## config.mk

```make
export PLATFORM = sky130hd
export DESIGN_NAME = ex_div
export DESIGN_NICKNAME = d
export VERILOG_FILES = /design/src/rtl/ex_div.sv
export SDC_FILE = /design/constraint.sdc
export NUM_CORES = 1
export LEC_CHECK = 0
export CAP_MARGIN = 5
export CELL_PAD_IN_SITES_DETAIL_PLACEMENT = 0
export CELL_PAD_IN_SITES_GLOBAL_PLACEMENT = 2
export CORE_ASPECT_RATIO = 1.1
export CORE_UTILIZATION = 38
export DETAILED_ROUTE_END_ITERATION = 10
export PLACE_DENSITY_LB_ADDON = 0.1
export SLEW_MARGIN = 10
export SYNTH_ARGS = -nofsm -noshare
export SYNTH_HDL_FRONTEND = slang
export SYNTH_SLANG_ARGS = --single-unit
```

## constraint.sdc

```tcl
create_clock -name clk -period 13.58 [get_ports clk]
set_input_delay 4.074 -clock clk [delete_from_list [all_inputs] [get_ports clk]]
set_output_delay 4.074 -clock clk [all_outputs]
set_load 0.02 [all_outputs]
```

## src/rtl/ex_div.sv

```systemverilog
// Iterative RV32M DIV/DIVU/REM/REMU unit for the execute stage.
// Radix-2 restoring division that produces one quotient bit per cycle and stalls the pipeline while it runs.
module ex_div #(
    parameter int WIDTH = 32
) (
    input  logic             clk,
    input  logic             rst,
    input  logic             start_i,
    input  logic [1:0]       op_i,
    input  logic [WIDTH-1:0] dividend_i,
    input  logic [WIDTH-1:0] divisor_i,
    input  logic             cancel_i,
    output logic [WIDTH-1:0] result_o,
    output logic             done_o,
    output logic             busy_o,
    output logic             stall_req_o
);

    localparam int CNT_W = $clog2(WIDTH) + 1;
    localparam logic [CNT_W-1:0] LAST_CNT = CNT_W'(WIDTH - 1);
    localparam logic [WIDTH-1:0] MIN_NEG  = {1'b1, {(WIDTH-1){1'b0}}};

    typedef enum logic [1:0] {
        IDLE = 2'd0,
        CALC = 2'd1,
        DONE = 2'd2
    } state_t;

    state_t state, state_nxt;

    logic [1:0]       op_q;
    logic             neg_quo;
    logic             neg_rem;
    logic [WIDTH-1:0] dvs_mag;
    logic [WIDTH-1:0] rem;
    logic [WIDTH-1:0] quo;
    logic [CNT_W-1:0] cnt;

    function automatic logic [WIDTH-1:0] abs_val(input logic signed [WIDTH-1:0] v,
                                                 input logic take_signed);
        logic signed [WIDTH-1:0] neg_v;
        neg_v = -v;
        if (take_signed && v[WIDTH-1])
            return $unsigned(neg_v);
        return $unsigned(v);
    endfunction

    function automatic logic [WIDTH-1:0] apply_sign(input logic [WIDTH-1:0] mag,
                                                    input logic neg);
        return neg ? (~mag + 1'b1) : mag;
    endfunction

    // Operand decode for the accept cycle
    logic                    is_signed;
    logic signed [WIDTH-1:0] dividend_s;
    logic signed [WIDTH-1:0] divisor_s;
    logic                    dvd_neg;
    logic                    dvs_neg;
    logic [WIDTH-1:0]        dvd_abs;
    logic [WIDTH-1:0]        dvs_abs;
    logic                    div_zero;
    logic                    overflow;
    logic                    special;
    logic [WIDTH-1:0]        special_res;
    logic                    accept;

    always_comb begin
        is_signed   = ~op_i[0];
        dividend_s  = $signed(dividend_i);
        divisor_s   = $signed(divisor_i);
        dvd_neg     = is_signed & dividend_i[WIDTH-1];
        dvs_neg     = is_signed & divisor_i[WIDTH-1];
        dvd_abs     = abs_val(dividend_s, is_signed);
        dvs_abs     = abs_val(divisor_s, is_signed);
        div_zero    = (divisor_i == '0);
        overflow    = is_signed && (dividend_i == MIN_NEG) && (divisor_i == '1);
        special     = div_zero | overflow;
        special_res = '0;
        if (div_zero)
            special_res = op_i[1] ? dividend_i : '1;
        else if (overflow)
            special_res = op_i[1] ? '0 : MIN_NEG;
        accept      = (state == IDLE) & start_i & ~cancel_i;
    end

    // One restoring iteration: shift in the next dividend bit, try to subtract
    logic [WIDTH:0]   shifted;
    logic [WIDTH+1:0] trial;
    logic             borrow;
    logic [WIDTH-1:0] rem_nxt;
    logic [WIDTH-1:0] quo_nxt;
    logic [WIDTH-1:0] final_res;
    logic             last_iter;

    always_comb begin
        shifted   = {rem, quo[WIDTH-1]};
        trial     = {1'b0, shifted} - {2'b00, dvs_mag};
        borrow    = trial[WIDTH+1];
        rem_nxt   = borrow ? shifted[WIDTH-1:0] : trial[WIDTH-1:0];
        quo_nxt   = {quo[WIDTH-2:0], ~borrow};
        final_res = op_q[1] ? apply_sign(rem_nxt, neg_rem) : apply_sign(quo_nxt, neg_quo);
        last_iter = (cnt == LAST_CNT);
    end

    always_ff @(posedge clk or posedge rst) begin
        if (rst)
            state <= IDLE;
        else
            state <= state_nxt;
    end

    always_comb begin
        state_nxt = state;
        if (cancel_i) begin
            state_nxt = IDLE;
        end else begin
            unique case (state)
                IDLE: if (start_i) state_nxt = special ? DONE : CALC;
                CALC: if (last_iter) state_nxt = DONE;
                DONE: state_nxt = IDLE;
                default: state_nxt = IDLE;
            endcase
        end
    end

    always_comb begin
        busy_o      = (state != IDLE);
        done_o      = (state == DONE);
        stall_req_o = ~rst & ~cancel_i & (((state == IDLE) & start_i) | (state == CALC));
    end

    always_ff @(posedge clk or posedge rst) begin
        if (rst) begin
            op_q     <= '0;
            neg_quo  <= 1'b0;
            neg_rem  <= 1'b0;
            dvs_mag  <= '0;
            rem      <= '0;
            quo      <= '0;
            cnt      <= '0;
            result_o <= '0;
        end else if (accept) begin
            op_q    <= op_i;
            neg_quo <= dvd_neg ^ dvs_neg;
            neg_rem <= dvd_neg;
            dvs_mag <= dvs_abs;
            rem     <= '0;
            quo     <= dvd_abs;
            cnt     <= '0;
            if (special)
                result_o <= special_res;
        end else if ((state == CALC) && !cancel_i) begin
            rem <= rem_nxt;
            quo <= quo_nxt;
            cnt <= cnt + 1'b1;
            if (last_iter)
                result_o <= final_res;
        end
    end

endmodule

```

# [Word-level counts from Yosys, hierarchy flattened]
# Index checks and enable logic that the tools add are counted.
[totals] regBits=140 inputBits=70 word_cells=80 output_inout_bits=35
[classes] n_bitwise=15 n_addsub=6 n_eq_ne=8 n_reduce_logical=13 mux=29
[ops] op="32-bit two-way mux" count=20
[ops] op="32-bit by 1-bit adder with 32-bit output (second input constant)" count=2
[ops] op="32-bit == test (second input constant)" count=2
[ops] op="32-bit negation" count=2
[ops] op="32-bit NOT" count=2
[ops] op="33-bit by 32-bit subtractor with 34-bit output" count=1
[ops] op="32-bit logical NOT" count=1
[ops] op="6-bit two-way mux" count=2
[ops] op="2-bit two-way mux" count=4
[ops] op="6-bit by 1-bit adder with 6-bit output (second input constant)" count=1
[ops] op="1-bit bitwise AND" count=6
[ops] op="6-bit by 5-bit == test with 1-bit output (second input constant)" count=1
[ops] op="3-bit != test (second input constant)" count=2
[ops] op="2-bit nonzero test" count=3
[ops] op="1-bit logical AND" count=5
[ops] op="1-bit NOT" count=4
[ops] op="2-bit one-hot mux with 2 select lines" count=1
[ops] op="3-bit AND reduction" count=1
[ops] op="2-bit by 1-bit == test with 1-bit output (second input constant)" count=1
[ops] op="2-bit == test (second input constant)" count=1
[ops] op="2-bit logical NOT" count=1
[ops] op="1-bit two-way mux" count=2
[ops] op="2-bit != test (second input constant)" count=1
[ops] op="1-bit OR" count=2
[ops] op="3 further kinds" count=3

# [Longest topological paths before layout]
# Gate-level depths: netlist of run 1.
[depth] depth_word=9 ltp_mapped=20 depth_no_buf=16

# [Least setup slack after synthesis of run 1]
# Ideal clock, no wire load.
[synth_path] path_type="input -> output" from="input port cancel_i" to="output port stall_req_o" t_required_ns=9.506 slack_ns=4.200 stages=5 arrival_time_ns=5.306 path_buffers=2 path_cell_list="nor3b_1 > clkbuf_1 > nor2_1 > clkbuf_1 > nor2_1"
[synth_via] elab_chain_cells=3
[synth_rtl] item="start: declaration" line_no="12" text="input logic cancel_i,"
[synth_rtl] item="1-bit NOT" line_no="129" text="stall_req_o = ~rst & ~cancel_i & (((state == IDLE) & start_i) | (state == CALC));"
[synth_rtl] item="1-bit bitwise AND (2 in series)" line_no="129"
[synth_rtl] item="end: declaration" line_no="16" text="output logic stall_req_o"
# Every way passes these cells.

# [Worst setup path in the final report of run 1]
# Ends and elaborated chain as after synthesis.

==> results of run 1 <==
==> worst max-delay path: stages <==
cell             delay [ns]
clkdlybuf4s50_1        0.46
nor2_1                 0.15
and2_2                 0.15
buf_4                  0.46
nor2_2                 0.07
nor2_1                 0.10
clkdlybuf4s50_1        0.60
==> cells in the final DEF (no fill, tap or decap), drive strengths merged, types with 8 or more instances in the layout <==
master         Yosys  layout
buf               27      13
a21o              10      10
xnor2             78      78
clkdlybuf4s50      0     104
and3               9       9
o41ai             11      11
o21a              19      19
nand4             31      31
inv               65      69
a211oi            11      11
or4               16      16
nand2b            13      13
a31oi             41      41
nor4              14      14
or3               22      22
ha                38      38
and2              10      10
o21ai            155     155
nor2             129     129
dfrtp            139     139
a22o              11      11
mux2i             13      13
xor2              60      60
or2                8       8
nand2            214     214
nand3             19      19
o211ai            15      15
clkbuf            60      17
nor3              33      33
o31ai             26      26
a21oi            108     108
==> metal layers <==
metal	GRT usage [%]	share of wire (%)	routed length, um	vias to the layer above
li1	-	-	-	5511
met1	34.3	45	18300	5501
met2	46.9	48	19600	254
met3	3.74	3.8	1550	46
met4	9.45	2.6	1060	0
met5	0	0	0	-
==> flip-flops by register name (all words and copies together) (netlist names) <==
name and count:
op_q 1, dvs_mag 32, neg_quo 1, cnt 6, neg_rem 1, rem 32, quo 32, state 2
result_o 32
==> worst max-delay path by stage <==
stage | from | end | cells after the start
floorplan | cancel_i | stall_req_o | 5
global placement | cancel_i | stall_req_o | 7
detailed placement | cancel_i | stall_req_o | 7
CTS | cancel_i | stall_req_o | 7
global route | cancel_i | stall_req_o | 7
finish | cancel_i | stall_req_o | 7
==> metrics by stage <==
step,setup slack [ns],instance area [um^2]
finish,3.43,13500
detailed placement,3.37,12900
global placement,3.40,12900
floorplan,4.20,11600
CTS,3.37,13500
global route,3.27,13500
==> logic make-up after synthesis <==
family	count (synthesis)
adders and majority gates	39
xor gates and xnor gates	138
AOI/OAI and AO/OA	467
DFF	139
muxes	20
buffers and inverters	153
and+or+nand+nor	547
==> report_power, final <==
| group | internal, mW | total [mW] | switching [mW] |
|---|---|---|---|
| combinational | 0.728 | 1.98 | 1.25 |
| clock | 0.311 | 0.522 | 0.212 |
| sequential | 0.505 | 0.636 | 0.132 |
| total | 1.54 | 3.14 | 1.59 |
==> layout make-up <==
type	instances	area share, %
Timing Repair Buffer	117	8.41
Clock buffer	17	3.14
Clock inverter	15	1.56
Multi-Input combinational cell	1211	55.5
Tap cell	408	3.77
Inverter	66	1.87
Sequential cell	139	25.7
Antenna cell	1	0.0185
==> summary.txt, run 1 <==
Synthesis
  • Distinct cells, synth: 84
  • Largest family of logic cells by synthesized area: compound AO/OA/AOI/OAI gates
  • Synth area leaders: dfrtp_1 (30%), nand2_1 (6.9%), o21ai_0 (6.2%)
  • Post-synth top cells: nand2_1 (214), o21ai_0 (143), dfrtp_1 (139)
  • Post-synth top flop: dfrtp_1
  • Post-Syn Area: approximately 0.012 mm^2
  • Post-synth ARST share: 100%
  • Syn_area_per_cell: 7.72 um^2
  • Synth Register Bits: 139
  • Mux contribution to synthesized area: 1.80%
  • Cells after Synth: 1503
  • Synth Area in XOR/XNOR: 10.4%
  • YS warnings: 0
  • Yosys top cell by area: dfrtp_1
  • Post-Syn Nets: 1612
  • Synth Area in Compound Gates: 25.7%
  • Sequential-to-total area share from yosys stat: 30.0%
  • Simple-Gate Fraction of Synth Area: 22.4%
  • Area share of the largest cell type after synthesis: 30.0%
  • Adder-cell area share of the yosys netlist: under 10%
  • Number of synthesized flops with an enable pin: 0
  • Most numerous cell in the Yosys netlist: nand2_1

Setup path
  • Critical Path RT: 9.51 ns
  • R2R depth: 15
  • R2R Setup Slk: roughly 8.4 ns
  • Worst setup EP type: output pin
  • Kind of critical path: in2out
  • Arrival @ worst endpoint: approximately 6 ns
  • Startpoint types: input port
  • FF-to-FF Start: dvs_mag[25]
  • RR Endpoint: result_o[31]
  • Crit path max fanout: 50

STA
  • RSZ-0062 raised after global routing: no
  • Final worst path period need: 10.15 ns
  • WHS: roughly 0.48 ns
  • Worst Max-Slew Pin Slew: roughly 1.1 ns
  • Skew final: 0.0114 ns
  • Max Clk Rate: 98.6 MHz
  • Max Slew Vio Count: 0
  • Final hold violations: 0
  • Setup violators final: 0
  • Slew HR: 26.2%
  • TNS Setup: 0 ns
  • Final period util: 74.7%

Run
  • Max-cap viol count: 0

Clock network
  • CTS Hold Bufs: 0
  • Htree depth: 4
  • Clk buf depth: 2
  • Post-CTS sizing: 0
  • TritonCTS buffer count: 17
  • Clock slew at reported path FFs: 0.06 ns
  • CTS tree: yes
  • Post-CTS setup buffer count: 0
  • Worst skew pair latency: 0.45 ns
  • Num Clock Sinks: between 100 and 150
  • Root buffer cell: clkbuf_16

Power and ir drop
  • Final total power: around 3.1 mW
  • Leak: 5.50 nW
  • VDD IR-drop max: 0.124 mV
  • Power Density: 232 mW/mm^2

Layout
  • Nets: 1661
  • Share of layout cells above drive strength 1: 6.26%
  • Fin util: a little under half
  • Finished Layout Cells: 1974
  • Layout fillers: about 3000
  • Reg area: 0.00348 mm^2
  • Area Overhead vs Synth: 16.7%
  • Multi-input logic area: 0.00752 mm^2

Detailed routing
  • Routed via count: around 11000
  • Drt wl/cell: around 21 um
  • Residual DRC: 0
  • Initial DRC count: between 600 and 700
  • Vias per inst: about 5.7
  • Final wirelength: 40500 um
  • First drt pass iteration count: 5
  • Post-DRT Antenna Nets: 0

GRT
  • Via count of the first global-routing pass: 10987
  • Global-route wire length before repair: between 60000 and 70000 um
  • Total track usage: 27.0%
  • Largest net degree at the start of global routing: 89
  • Initial antenna violation count: 1
  • Gr ovfl total: 0

Floorplanning
  • Die area: 0.0312 mm^2
  • Ports: 105
  • Rows: between 60 and 70
  • Chip Height: between 150 and 200 um
  • Die Width: approximately 170 um
  • Initial core utilization: ~39%
  • Core box area: between 0.02 and 0.03 mm^2

Run status
  • Outcome: complete, no violations

Placed design
  • Placer Congestion: ~0.86
  • Port bufs: 104
  • Placed Instances: 1941
  • Hpwl dp: around 30000 um

Hold path
  • Hold depth: 2
  • Worst Hold Launch: dvs_mag[18]
  • Hold/Removal Path Class: reg2reg
  • Hold Path Sink: dvs_mag[18]
No activity file was read; power rests on OpenSTA's default activity.
==> inputs of run 2 (changes only) <==
--- a/config.mk
+++ b/config.mk
@@ -9,7 +9,7 @@
 export CELL_PAD_IN_SITES_DETAIL_PLACEMENT = 0
 export CELL_PAD_IN_SITES_GLOBAL_PLACEMENT = 2
 export CORE_ASPECT_RATIO = 1.1
-export CORE_UTILIZATION = 38
+export CORE_UTILIZATION = 35
 export DETAILED_ROUTE_END_ITERATION = 10
 export PLACE_DENSITY_LB_ADDON = 0.1
 export SLEW_MARGIN = 10
==> constraint.sdc (replaced) <==
create_clock -name clk -period 10.3 [get_ports clk]
set_input_delay 3.09 -clock clk [delete_from_list [all_inputs] [get_ports clk]]
set_output_delay 3.09 -clock clk [all_outputs]
set_load 0.02 [all_outputs]
==> run 2 against run 1 <==
  * Flip-flop and latch count unchanged
  * Wire length up 4.2%
  * Sequential share of layout area about the same
  * Largest power group unchanged
  * Combinational power increased by 34%
  * Critical path type unchanged
  * Die area grew 8.5%
  * Design area about the same
  * Largest cell class unchanged
  * Clock power rose by 21%
  * Clock skew is 0.00080 ns lower
  * Non-clock buffer count up 3
  * Highest routed layer unchanged
==> summary.txt, run 2 (same netlist as run 1, synthesis figures left out) <==
Floorplanning
  • Core box area: between 0.03 and 0.04 mm^2
  • Die Width: 176 um
  • Chip Height: between 150 and 200 um
  • Ports: between 100 and 150
  • Initial core utilization: 35.7%
  • Rows: 69
  • Die area: approximately 0.034 mm^2

Setup path
  • End point of the critical path: stall_req_o
  • FF-to-FF Start: rem[18]
  • Critical path origin: cancel_i
  • R2R depth: 13
  • R2R Setup Slk: 5.52 ns
  • Kind of critical path: in2out
  • Startpoint types: input port
  • Worst setup EP type: output pin
  • RR Endpoint: result_o[26]
  • Critical Path RT: 7.21 ns
  • Crit path max fanout: 31
  • Arrival @ worst endpoint: 4.82 ns

STA
  • Final worst path period need: 7.91 ns
  • Setup violators final: 0
  • Final hold violations: 0
  • Fin worst setup slack: between 2 and 2.5 ns
  • Worst Max-Slew Pin Slew: about 1.0 ns
  • Skew final: about 0.011 ns
  • Max Clk Rate: 126 MHz
  • Final period util: 76.8%
  • RSZ-0062 raised after global routing: no
  • Max Slew Vio Count: 0
  • TNS Setup: 0 ns
  • Slew HR: roughly a third

Placed design
  • Placement Setup Slack: 2.37 ns
  • Placer Congestion: 0.838
  • Hpwl dp: 31800 um
  • Port bufs: approximately 100

Clock network
  • Post-CTS sizing: 0
  • TritonCTS buffer count: 17
  • Root buffer cell: clkbuf_16
  • Clock slew at reported path FFs: around 0.060 ns
  • Post-CTS setup buffer count: 0
  • Htree depth: 4
  • CTS tree: yes
  • CTS Hold Bufs: 0
  • Clk buf depth: 2
  • Num Clock Sinks: 139
  • Worst skew pair latency: 0.44 ns

Layout
  • Most frequent cells in the layout: nand2_1 (213), o21ai_0 (143), dfrtp_1 (139)
  • Area Overhead vs Synth: 16.7%
  • Nets: about 1700
  • Share of layout cells above drive strength 1: 6.51%
  • N_diodes: 0
  • Leading cell type in the layout, fill and taps excluded: nand2_1

GRT
  • Largest net degree at the start of global routing: 84
  • Gr ovfl total: 0
  • Initial antenna violation count: 0
  • Via count of the first global-routing pass: 11045
  • Global-route wire length before repair: between 60000 and 70000 um
  • Total track usage: 25.5%

Power and ir drop
  • Leak: roughly 5.5 nW
  • Power Density: 305 mW/mm^2
  • VDD IR-drop max: 0.192 mV

Detailed routing
  • Post-DRT Antenna Nets: 0
  • Residual DRC: 0
  • Vias per inst: roughly 5.7
  • Initial DRC count: 693
  • Final wirelength: 42300 um
  • First drt pass iteration count: 6
  • Drt wl/cell: approximately 21 um
  • Routed via count: 11280

Run status
  • Outcome: complete, no violations

Hold path
  • Hold/Removal Path Class: reg2reg

Run
  • Max-cap viol count: 0
==> run 2: through the flow <==
| step | instance area, um^2 | hold WS, ns | util, % | total power [mW] | std cells |
|---|---|---|---|---|---|
| 6_report | 13500 | 0.484 | 41.7 | 4.12 | 1994 |
| 4_1_cts | 13500 | 0.489 | 41.7 | 4.12 | 1994 |
| 3_3_place_gp | 12900 | 0.466 | 39.9 | 3.47 | 1962 |
| 5_1_grt | 13500 | 0.515 | 41.7 | 4.45 | 1994 |
| 2_1_floorplan | 11600 | 0.450 | - | 2.70 | 1503 |
| 3_5_place_dp | 12900 | 0.471 | 39.9 | 3.46 | 1962 |
==> run 2: worst min path at each step <==
stage / start / end / slack (ns) / depth (start not counted)
final: dvs_mag[9] / dvs_mag[9] / 0.48 / 2
after global placement: dvs_mag[2] / dvs_mag[2] / 0.47 / 2
after floorplan: dvs_mag[10] / dvs_mag[10] / 0.45 / 2
after detailed placement: dvs_mag[24] / dvs_mag[24] / 0.47 / 2
after CTS: dvs_mag[29] / dvs_mag[29] / 0.49 / 2
after global routing: dvs_mag[10] / dvs_mag[10] / 0.51 / 2
==> run 2: cell type report <==
type / instances / area [um^2]
Clock buffer: 19 / 453
Clock inverter: 13 / 143
Fill cell: 3399 / 18900
Inverter: 66 / 253
Multi-Input combinational cell: 1211 / 7520
Sequential cell: 139 / 3480
Tap cell: 426 / 533
Timing Repair Buffer: 120 / 1160
==> run 2: layer usage <==
| metal | GRT usage (%) | routed length (um) | up-vias |
|---|---|---|---|
| met2 | 44.2 | 20700 | 234 |
| met5 | 0 | 0 | - |
| li1 | - | - | 5495 |
| met4 | 8.23 | 1040 | 0 |
| met3 | 3.25 | 1430 | 40 |
| met1 | 32.8 | 19100 | 5511 |
==> run 2: critical path: stages <==
cell,delay [ns]
clkdlybuf4s50_1,0.45
nor3b_2,0.16
buf_4,0.34
nor2_2,0.08
nor2_1,0.09
clkdlybuf4s50_1,0.60
==> run 2: where the power goes <==
group | total [mW] | internal [mW] | leakage [nW] | switching [mW]
logic | 2.66 | 0.966 | 3.42 | 1.69
clock network | 0.633 | 0.370 | 0.289 | 0.263
registers | 0.835 | 0.666 | 1.79 | 0.169
total | 4.12 | 2.00 | 5.50 | 2.12
==> inputs of run 3 (changes only) <==
==> constraint.sdc (replaced) <==
create_clock -name clk -period 7.93 [get_ports clk]
set_input_delay 2.379 -clock clk [delete_from_list [all_inputs] [get_ports clk]]
set_output_delay 2.379 -clock clk [all_outputs]
set_load 0.02 [all_outputs]
==> run 3 against run 2 <==
  * Design area is 0.55% lower
  * Clock skew is 0.0046 ns higher
  * Sequential power is 29% higher
  * Final cell count is 0.10% lower
  * Clock power is 20% higher
  * Register-to-register slack worse by 2.6 ns
  * Utilization is 0.23 points lower
  * Via count hardly changed
  * Largest cell class unchanged
==> summary.txt, run 3 (same netlist as run 1, synthesis figures left out) <==
STA
  • Slew HR: 30.5%
  • Final period util: 79.2%
  • Worst Max-Slew Pin Slew: approximately 1.0 ns
  • RSZ-0062 raised after global routing: no
  • Max Clk Rate: around 160 MHz
  • WHS: 0.477 ns
  • Skew final: 0.0152 ns
  • Max Slew Vio Count: 0
  • Final worst path period need: 6.28 ns
  • TNS Setup: 0 ns
  • Final hold violations: 0
  • Setup violators final: 0

Layout
  • Finished Layout Cells: about 2000
  • Multi-input logic area: 0.00752 mm^2
  • Most frequent cells in the layout: nand2_1 (213), o21ai_0 (143), dfrtp_1 (139)
  • Reg area: between 0.003 and 0.004 mm^2
  • Leading cell type in the layout, fill and taps excluded: nand2_1
  • Fin area: 0.0135 mm^2
  • N_diodes: 0
  • Nets: 1663
  • Area Overhead vs Synth: 16.1%
  • Layout fillers: around 3400
  • Share of layout cells above drive strength 1: approximately 6%

Power and ir drop
  • Internal power: 2.55 mW
  • NetSw: 2.73 mW
  • Sequential cell fraction of total power: 20.4%
  • Power Density: 392 mW/mm^2
  • Clock Power Share: between 10% and 20%
  • Comb power frac: 65.2%
  • Leak: 5.46 nW
  • Final total power: 5.28 mW
  • Switching share of power: between 50% and 60%
  • VDD IR-drop max: 0.208 mV

Run
  • Max-cap viol count: 0

Clock network
  • Worst skew pair latency: 0.44 ns
  • TritonCTS buffer count: 17
  • Num Clock Sinks: 139
  • Clk buf depth: 2
  • CTS tree: yes
  • CTS Hold Bufs: 0
  • Htree depth: 4
  • Post-CTS setup buffer count: 0
  • Post-CTS sizing: 0
  • Clock slew at reported path FFs: roughly 0.06 ns
  • Root buffer cell: clkbuf_16

Setup path
  • Cell Chain, Critical Path: clkdlybuf4s50_1 > nor2_1 > and2_2 > nor2_2 > nor2_1 > clkdlybuf4s50_1
  • Arrival @ worst endpoint: ~3.9 ns
  • Slowest-stage cell, CP: clkdlybuf4s50_1
  • Crit path buffers/inverters: 2
  • CP delay by family, top: buffers and inverters
  • Max stage delay on crit path: 0.60 ns
  • Startpoint types: input port
  • Kind of critical path: in2out
  • Crit path max fanout: 3
  • Worst setup EP type: output pin
  • Critical Path RT: 5.55 ns

GRT
  • Initial antenna violation count: 0
  • Total track usage: 25.8%
  • Gr ovfl total: 0
  • Largest net degree at the start of global routing: 84
  • Via count of the first global-routing pass: around 11000
  • Global-route wire length before repair: 66000 um

Detailed routing
  • Drt wl/cell: 21.4 um
  • First drt pass iteration count: 5
  • Post-DRT Antenna Nets: 0
  • Final wirelength: 42600 um
  • Routed via count: between 10000 and 15000
  • Initial DRC count: 680
  • Vias per inst: 5.66
  • Residual DRC: 0

Run status
  • Outcome: complete, no violations

Floorplanning
  • Core box area: around 0.032 mm^2
  • Initial core utilization: 35.7%
  • Die area: 0.0339 mm^2
  • Ports: 105
  • Chip Height: 193 um
  • Die Width: roughly 180 um
  • Rows: a little under 70

Placed design
  • Hpwl dp: 32000 um
  • Placed cell areas: 0.0129 mm^2
  • Port bufs: 104
  • Placed Instances: 1961
  • Placer Congestion: ~0.88

Hold path
  • Hold/Removal Path Class: reg2reg
run 3: final cells by class:
| type | count | area share (%) |
|---|---|---|
| clock buffers | 23 | 3.40 |
| inverters | 66 | 1.88 |
| repair buffers | 119 | 8.57 |
| clock inverters | 8 | 0.530 |
| multi-input cells | 1211 | 55.8 |
| well taps | 426 | 3.96 |
| flip-flops and latches | 139 | 25.8 |
run 3: worst paths after layout:
check / startpoint / to / slack (ns) / cells past startpoint
min reg2reg: dvs_mag[23] / dvs_mag[23] / 0.48 / 2
min in group asynchronous: rst / dvs_mag[1] / 2.49 / 2
max in group asynchronous: rst / quo[17] / 4.07 / 3
max: cancel_i / stall_req_o / 1.65 / 6
min: dvs_mag[23] / dvs_mag[23] / 0.48 / 2
max reg2reg: dvs_mag[26] / result_o[22] / 2.89 / 16
run 3: worst register-to-register path, stage by stage (launching register included):
cell and delay [ns]:
dfrtp_1 0.34, inv_1 0.10, ha_1 0.52, a21oi_1 0.15, o21ai_0 0.46, inv_1 0.08, o21ai_1 0.64, or3_4 0.26
buf_4 0.48, nand2_1 0.12, o21ai_0 0.20, ha_1 0.38, nand2_1 0.17, or4_4 0.49, o21ai_1 0.21, xor2_1 0.19
o21ai_0 0.09
run 3: power groups by stage:
stage	sequential [mW]	clock [mW]	combinational [mW]
after floorplan	0.999	0	2.51
after CTS	1.07	0.774	3.42
after detailed placement	1.09	0	3.39
after global routing	1.10	0.805	3.78
after global placement	1.09	0	3.41
final	1.08	0.758	3.44
run 3: metrics by stage:
stage               util, %  worst slack, ns
global placement       39.9             1.33
detailed placement     39.9             1.28
floorplan                 -             1.83
finish                 41.5             1.65
global route           41.5             1.50
CTS                    41.5             1.64
run 3: layer usage:
| metal | global-route usage (%) | wire length, um |
|---|---|---|
| met5 | 0 | 0 |
| met4 | 10.2 | 1400 |
| met3 | 3.71 | 1320 |
| met2 | 43.9 | 20500 |
| met1 | 32.9 | 19400 |
